===== src/rtl/mem_access.sv =====
// Memory-access pipeline stage: formats loads/stores onto a single-cycle-ack bus and stalls the pipe until done.
// Optional MEM_TIMEOUT_EN builds an 8-bit bus timeout that forces DONE and pulses bus_err_o.
module mem_access (
    input  logic        clk,
    input  logic        rst,
    input  logic [4:0]  wd_i,
    input  logic        wreg_i,
    input  logic [31:0] wdata_i,
    input  logic        ld_src_i,
    input  logic [7:0]  aluop_i,
    input  logic [31:0] mem_addr_i,
    input  logic [31:0] reg2_i,
    output logic        bus_req_o,
    output logic        bus_we_o,
    output logic [31:0] bus_addr_o,
    output logic [3:0]  bus_be_o,
    output logic [31:0] bus_wdata_o,
    input  logic        bus_ack_i,
    input  logic [31:0] bus_rdata_i,
    output logic [4:0]  wd_o,
    output logic        wreg_o,
    output logic [31:0] wdata_o,
    output logic        stallreq_mem,
    output logic        addr_err_o,
    output logic        bus_err_o
);
    localparam logic [7:0] OP_LB  = 8'b1110_0000;
    localparam logic [7:0] OP_LH  = 8'b1110_0001;
    localparam logic [7:0] OP_LW  = 8'b1110_0011;
    localparam logic [7:0] OP_LBU = 8'b1110_0100;
    localparam logic [7:0] OP_LHU = 8'b1110_0101;
    localparam logic [7:0] OP_SB  = 8'b1110_1000;
    localparam logic [7:0] OP_SH  = 8'b1110_1001;
    localparam logic [7:0] OP_SW  = 8'b1110_1011;

    localparam logic [1:0] SZ_BYTE = 2'd0;
    localparam logic [1:0] SZ_HALF = 2'd1;
    localparam logic [1:0] SZ_WORD = 2'd2;

    typedef enum logic [1:0] {S_IDLE, S_BUSY, S_DONE} state_t;

    state_t      state_q, state_d;
    logic        req_q, req_d, we_q, we_d;
    logic [31:0] addr_q, addr_d, bwdata_q, bwdata_d, rdata_q, rdata_d;
    logic [3:0]  be_q, be_d;

    logic        is_mem, is_store, sign_ext, misalign;
    logic [1:0]  size;
    logic [3:0]  fmt_be;
    logic [31:0] st_wdata, ld_data, lane_b, lane_h;

`ifdef MEM_TIMEOUT_EN
    logic [7:0]  tmo_q, tmo_d;
    logic        err_q, err_d;
`endif

    always_comb begin
        is_mem   = 1'b0;
        is_store = 1'b0;
        sign_ext = 1'b0;
        size     = SZ_WORD;
        if (ld_src_i) begin
            case (aluop_i)
                OP_LB:  begin is_mem = 1'b1; sign_ext = 1'b1; size = SZ_BYTE; end
                OP_LBU: begin is_mem = 1'b1; size = SZ_BYTE; end
                OP_LH:  begin is_mem = 1'b1; sign_ext = 1'b1; size = SZ_HALF; end
                OP_LHU: begin is_mem = 1'b1; size = SZ_HALF; end
                OP_LW:  begin is_mem = 1'b1; end
                OP_SB:  begin is_mem = 1'b1; is_store = 1'b1; size = SZ_BYTE; end
                OP_SH:  begin is_mem = 1'b1; is_store = 1'b1; size = SZ_HALF; end
                OP_SW:  begin is_mem = 1'b1; is_store = 1'b1; end
                default: ;
            endcase
        end
        misalign = ((size == SZ_HALF) && mem_addr_i[0]) ||
                   ((size == SZ_WORD) && (mem_addr_i[1:0] != 2'b00));
    end

    // Same byte-enable pattern serves loads and stores of a given size.
    always_comb begin
        lane_b = bus_rdata_i >> {mem_addr_i[1:0], 3'b000};
        lane_h = bus_rdata_i >> {mem_addr_i[1], 4'b0000};
        case (size)
            SZ_BYTE: begin
                fmt_be   = 4'b0001 << mem_addr_i[1:0];
                st_wdata = {4{reg2_i[7:0]}};
                ld_data  = sign_ext ? {{24{lane_b[7]}}, lane_b[7:0]} : {24'd0, lane_b[7:0]};
            end
            SZ_HALF: begin
                fmt_be   = mem_addr_i[1] ? 4'b1100 : 4'b0011;
                st_wdata = {2{reg2_i[15:0]}};
                ld_data  = sign_ext ? {{16{lane_h[15]}}, lane_h[15:0]} : {16'd0, lane_h[15:0]};
            end
            default: begin
                fmt_be   = 4'b1111;
                st_wdata = reg2_i;
                ld_data  = bus_rdata_i;
            end
        endcase
    end

    always_comb begin
        state_d      = state_q;
        req_d        = req_q;
        we_d         = we_q;
        addr_d       = addr_q;
        be_d         = be_q;
        bwdata_d     = bwdata_q;
        rdata_d      = rdata_q;
        stallreq_mem = 1'b0;
        addr_err_o   = 1'b0;
        wd_o         = wd_i;
        wreg_o       = wreg_i;
        wdata_o      = wdata_i;
`ifdef MEM_TIMEOUT_EN
        tmo_d        = tmo_q;
        err_d        = 1'b0;
`endif
        case (state_q)
            S_IDLE: begin
                if (is_mem) begin
                    wreg_o = 1'b0;
                    if (misalign) begin
                        addr_err_o = 1'b1;
                    end else begin
                        stallreq_mem = 1'b1;
                        state_d      = S_BUSY;
                        req_d        = 1'b1;
                        we_d         = is_store;
                        addr_d       = {mem_addr_i[31:2], 2'b00};
                        be_d         = fmt_be;
                        bwdata_d     = st_wdata;
`ifdef MEM_TIMEOUT_EN
                        tmo_d        = 8'd0;
`endif
                    end
                end
            end
            S_BUSY: begin
                stallreq_mem = 1'b1;
                wreg_o       = 1'b0;
                if (bus_ack_i) begin
                    req_d   = 1'b0;
                    rdata_d = ld_data;
                    state_d = S_DONE;
                end
`ifdef MEM_TIMEOUT_EN
                else if (tmo_q == 8'd254) begin
                    // this cycle brings the count to 255: give up on the bus
                    tmo_d   = 8'd255;
                    req_d   = 1'b0;
                    err_d   = 1'b1;
                    state_d = S_DONE;
                end else begin
                    tmo_d = tmo_q + 8'd1;
                end
`endif
            end
            S_DONE: begin
                state_d = S_IDLE;
                wdata_o = we_q ? wdata_i : rdata_q;
`ifdef MEM_TIMEOUT_EN
                if (err_q) wreg_o = 1'b0;
`endif
            end
            default: state_d = S_IDLE;
        endcase
        if (rst) begin
            stallreq_mem = 1'b0;
            addr_err_o   = 1'b0;
            wreg_o       = 1'b0;
            wd_o         = 5'd0;
            wdata_o      = 32'd0;
        end
    end

    always_ff @(posedge clk or posedge rst) begin
        if (rst) begin
            state_q  <= S_IDLE;
            req_q    <= 1'b0;
            we_q     <= 1'b0;
            addr_q   <= 32'd0;
            be_q     <= 4'd0;
            bwdata_q <= 32'd0;
            rdata_q  <= 32'd0;
        end else begin
            state_q  <= state_d;
            req_q    <= req_d;
            we_q     <= we_d;
            addr_q   <= addr_d;
            be_q     <= be_d;
            bwdata_q <= bwdata_d;
            rdata_q  <= rdata_d;
        end
    end

`ifdef MEM_TIMEOUT_EN
    always_ff @(posedge clk or posedge rst) begin
        if (rst) begin
            tmo_q <= 8'd0;
            err_q <= 1'b0;
        end else begin
            tmo_q <= tmo_d;
            err_q <= err_d;
        end
    end
    assign bus_err_o = err_q;
`else
    assign bus_err_o = 1'b0;
`endif

    assign bus_req_o   = req_q;
    assign bus_we_o    = we_q;
    assign bus_addr_o  = addr_q;
    assign bus_be_o    = be_q;
    assign bus_wdata_o = bwdata_q;
endmodule


===== config.mk =====
export PLATFORM = sky130hd
export DESIGN_NAME = mem_access
export DESIGN_NICKNAME = d
export VERILOG_FILES = /design/src/rtl/mem_access.sv
export SDC_FILE = /design/constraint.sdc
export NUM_CORES = 1
export LEC_CHECK = 0
export BUFFER_PORTS_ARGS = -buffer_cell sky130_fd_sc_hd__clkbuf_2
export CORE_MARGIN = 3
export CORE_UTILIZATION = 34
export DETAILED_ROUTE_END_ITERATION = 6
export GPL_TIMING_DRIVEN = 1
export SLEW_MARGIN = 20
export SYNTH_ARGS = -nofsm -noshare
export SYNTH_HDL_FRONTEND = slang
export SYNTH_SLANG_ARGS = --single-unit

===== constraint.sdc =====
create_clock -name clk -period 8.5 [get_ports clk]
set_input_delay 2.125 -clock clk [delete_from_list [all_inputs] [get_ports clk]]
set_output_delay 2.125 -clock clk [all_outputs]
set_load 0.01 [all_outputs]

# Word-level counts from Yosys, hierarchy flattened
# Index checks and enable logic that the tools add are counted.
dict set report totals {
  reg_bits 102
  input_bits 146
  out_inout_bits 111
  word_cells 79
}
dict set report classes {
  n_eq_ne 15
  shifts 3
  mux 37
  n_bitwise 1
  n_reduce_logical 16
}
# op count
set op_table {}
lappend op_table {{32-bit 2-to-1 mux} 5}
lappend op_table {{32-bit one-hot mux with 2 select lines} 2}
lappend op_table {{8-bit equality test (second input constant)} 8}
lappend op_table {{32-bit by 5-bit right shift with 16-bit output} 1}
lappend op_table {{32-bit by 5-bit right shift with 8-bit output} 1}
lappend op_table {{1-bit 2-to-1 mux} 18}
lappend op_table {{3-bit OR reduction} 3}
lappend op_table {{2-bit 2-to-1 mux} 4}
lappend op_table {{2-bit one-hot mux with 2 select lines} 2}
lappend op_table {{4-bit one-hot mux with 2 select lines} 1}
lappend op_table {{8-bit OR reduction} 1}
lappend op_table {{2-bit != test (second input constant)} 3}
lappend op_table {{1-bit one-hot mux with 2 select lines} 3}
lappend op_table {{3-bit AND reduction} 2}
lappend op_table {{5-bit 2-to-1 mux} 1}
lappend op_table {{2-bit by 1-bit equality test with 1-bit output (second input constant)} 2}
lappend op_table {{2-bit equality test (second input constant)} 2}
lappend op_table {{2-bit zero test} 2}
lappend op_table {{4-bit 2-to-1 mux} 1}
lappend op_table {{4-bit AND reduction} 1}
lappend op_table {{2-bit nonzero test} 2}
lappend op_table {{1-bit by 2-bit left shift with 4-bit output (first input constant)} 1}
lappend op_table {{1-bit logical AND} 2}
lappend op_table {{2-bit AND reduction} 1}
lappend op_table {{3 further kinds} 3}

# Longest topological paths before layout
dict set report logic_depth {
  depth_word 11
  mapped_depth 8
  ltp_nobuf 5
}

# Worst setup path before layout
# OpenSTA, ideal clock, no wires.
dict set report synth_timing {
  path_type {input port to output port}
  from {input port aluop_i[4]}
  to {output port stallreq_mem}
  arrival_time_ps 3358
  required_ps 6375
  setup_slack_ps 3017
  path_stages 6
  path_buffers 1
  cell_sequence {nand2b_1 -> nor3_1 -> nand2b_1 -> clkbuf_1 -> a21oi_1 -> o21a_1}
}
dict set report synth_via {
  elab_chain_cells 11
  elab_cells_between_ends 24
}
# item line_no
set synth_rtl {}
lappend synth_rtl {{start, declared} 10} ;# input logic [7:0] aluop_i,
lappend synth_rtl {{8-bit equality test} 63} ;# case (aluop_i)
lappend synth_rtl {{3-bit OR reduction (no line)} n/a}
lappend synth_rtl {{2-bit one-hot mux with 2 select lines} 63}
lappend synth_rtl {{2-bit 2-to-1 mux} 62} ;# if (ld_src_i) begin
lappend synth_rtl {{2-bit by 1-bit equality test with 1-bit output / 2-bit equality test (equally long branches)} {75, 76}}
lappend synth_rtl {{1-bit logical AND (on tied branches)} {75, 76}}
lappend synth_rtl {{1-bit logical OR} 75} ;# misalign = ((size == SZ_HALF) && mem_addr_i[0]) ||
lappend synth_rtl {{1-bit 2-to-1 mux} 123} ;# if (misalign) begin
lappend synth_rtl {{1-bit 2-to-1 mux *} 121} ;# if (is_mem) begin
lappend synth_rtl {{1-bit one-hot mux with 2 select lines *} 119} ;# case (state_q)
lappend synth_rtl {{1-bit 2-to-1 mux *} 168} ;# if (rst) begin
lappend synth_rtl {{end, declared} 23} ;# output logic stallreq_mem,
# Every way passes the cells marked *; elsewhere a longest branch is shown, timed or not.

# Worst setup path in the final report
dict set report layout_timing {
  from {input port aluop_i[2]}
  to {output port stallreq_mem}
}
# The elaborated chain is that of the path after synthesis.

==> flow_summary.yaml <==
detailed_routing:
  drc_errors: 0
  drtAntennaViolNets: 0
  firstDrtPassIters: 4
  via_per_inst: 4.92
  drt_wl_total_um: 17600
  wire_per_inst_um: 17.3
  drt_iter0_markers: 269
  via_count: 5025
synth:
  synthDistinctLibCells: 42
  synth-async-reset-ratio_pct: 100
  yosysTopAreaCell: "dfrtp_1"
  yosys.area.top_type_share_pct: 46.4
  yosysMostFrequentCell: "nand2_1"
  synthCells: 581
  synth_edf_count: 0
  yosys-top-cells-count: "nand2_1, dfrtp_1, a21oi_1"
  synth_seq_cells: 102
  netlist_area_mm2: 0.00550
  yosys_warnings: 0
  avgSynthCellArea_um2: 9.47
  dominantRegCellSynth: "dfrtp_1"
  yosysSeqAreaShare_pct: 46.4
  yosys-top-cells-area: "dfrtp_1, mux2_4, nand2_1"
floorplan:
  fp-row-count: 45
  die-height_um: 133
  core_mm2: 0.0155
  initial_core_util_pct: 35.4
  fp.dieW_um: 133
  pin_count: 257
  dieArea_mm2: 0.0177
sta:
  setup_slack_ns: 2.33
  max_freq_mhz: 162
  hold_viol: 0
  whs_ns: 0.487
  tightestPinTransition_ns: 1.02
  clock_skew_ns: 0.00885
  grt_setup_unrepaired: "no"
  finalSetupTns_ns: 0
  drv_slew: 0
  period_minus_slack_ns: 6.17
  setup_violations: 0
  fin_crit_sh_pct: 72.6
  slew_headroom_pct: 31.6
power:
  peakVddDrop_mv: 0.0968
  power.leakage_nw: 3.95
  powerDensity_mw_per_mm2: 166
clocking:
  cts_resized: 0
  ctsHoldBuffers: 0
  cts_tree: "yes"
  clockRootBuffer: "clkbuf_16"
  clock_latency_ns: 0.36
  cts.path.max_buffers: 2
  h-tree-depth: 3
  cts.sinks: 102
  post-cts-setup-buffers: 0
  numCtsBuffers: 9
  clk_pin_slew_ns: 0.07
final_layout:
  seq_area_mm2: 0.00255
  num-fill-cells: 1558
  multi_input_area_mm2: 0.00273
  antenna_cells: 0
  syn2layout_area_growth_pct: 30.2
  fin_nets: 952
  drive_gt1_share_pct: 41.2
grt:
  grt_pass1_wl_um: 27700
  grt_antenna_before_repair: 0
  grt_pass1_vias: 4948
  grt_max_degree: 53
  grt_usage_pct: 19.7
  grt-ovfl-total: 0
worst_setup_path:
  end_kind: "output pin"
  crit_family: "simple AND/OR/NAND/NOR gates"
  cp_slowest_cell: "or3_2"
  cpMostUsedCell: "clkbuf_2"
  crit_type: "in -> out"
  critical_path.cell_chain: "clkbuf_2 > and2_1 > or3_2 > a21o_1 > a21oi_1 > o21a_1 > clkbuf_2"
  cp_max_fo: 44
  slowest_delay_ns: 0.88
  critPathBufInv: 2
  critical_path_arrival_ns: 4.05
  worstSetupStartpointType: "input port"
  crit_required_ns: 6.38
status:
  status: "finished, final reports clean"
placed_design:
  place_worst_setup_slack_ns: 2.30
  dp_hpwl_um: 13000
  place_congestion: 0.822
  port_buffers: 253
flow_run:
  max_cap_viol_count: 0
worst_hold_path:
  hold_class: "reg -> reg"
==> through the flow <==
stage,power (mW),area (um2),util [%],cells
floorplan,0.698,5510,-,583
global placement,0.802,6870,44.2,1005
detailed placement,0.805,6870,44.2,1005
CTS,1.20,7140,46.0,1020
global route,1.26,7170,46.1,1021
finish,1.19,7170,46.1,1021
==> state kept, by name, summed over array words and instances (netlist names) <==
name,count
bus_req_o,1
bus_be_o,4
bus_wdata_o,32
bus_we_o,1
rdata_q,32
bus_addr_o,30
state_q,2
==> cell usage in the layout (no fill, tap or decap), types with 2 or more instances in the layout <==
cell type,instances
a21oi_1,52
a221oi_1,7
and2_1,3
buf_4,6
clkbuf_16,9
clkbuf_2,253
clkinv_2,2
clkinvlp_4,2
conb_1,3
dfrtp_1,102
inv_1,2
mux2_2,10
mux2_4,38
mux2i_1,31
nand2_1,124
nand2b_1,4
nand3_1,42
nand4b_1,2
nor2_1,26
nor2b_1,6
nor3_2,2
nor4_1,2
o21a_1,2
o21ai_0,30
o21ai_1,16
o31ai_1,2
or2_2,3
or3_1,8
==> tightest hold or removal path, stage by stage (launching register included) <==
cell and delay [ns]:
dfrtp_1 0.35, nand2_1 0.05, o21ai_0 0.06
==> kinds of logic (layout without fill, tap and decap cells) <==
| group | after synthesis | in the layout | share of synthesized area (%) |
|---|---|---|---|
| xor gates and xnor gates | 1 | 1 | 0.159 |
| other | 1 | 3 | 0.0681 |
| AOI/OAI and AO/OA | 114 | 114 | 11.4 |
| DFF | 102 | 102 | 46.4 |
| and+or+nand+nor | 231 | 231 | 19.0 |
| muxes | 80 | 80 | 18.5 |
| buffers and inverters | 52 | 279 | 4.48 |
==> layout make-up <==
type	instances	area share (%)
multi-input cells	429	38.1
clock buffers	10	3.33
clock inverters	5	0.471
flip-flops and latches	102	35.6
inverters	4	0.244
repair buffers	260	18.6
well taps	211	3.68
==> path summary, 6_finish.rpt <==
| path | cells after the start | from | endpoint | slack, ns |
|---|---|---|---|---|
| worst max-delay path | 7 | aluop_i[2] | stallreq_mem | 2.33 |
| worst min-delay path | 2 | bus_wdata_o[8] | bus_wdata_o[8] | 0.49 |
| worst max register to register | 5 | state_q[1] | bus_addr_o[23] | 6.03 |
| worst min register to register | 2 | bus_wdata_o[8] | bus_wdata_o[8] | 0.49 |
| max in group asynchronous | 3 | rst | rdata_q[2] | 4.93 |
| min in group asynchronous | 2 | rst | bus_we_o | 2.46 |
==> power breakdown <==
group / switching [mW] / total, mW / internal (mW)
logic: 0.111 / 0.217 / 0.106
registers: 0.0334 / 0.575 / 0.542
clock network: 0.190 / 0.396 / 0.205
==> layer usage <==
| layer | GRT usage [%] | vias up | routed length (um) |
|---|---|---|---|
| met4 | 6.11 | 0 | 299 |
| met1 | 25.1 | 2344 | 7310 |
| met2 | 32.1 | 215 | 8300 |
| met3 | 6.34 | 18 | 1740 |
| li1 | - | 2448 | - |
| met5 | 0 | - | 0 |
Power figures use the tool's default switching activity.
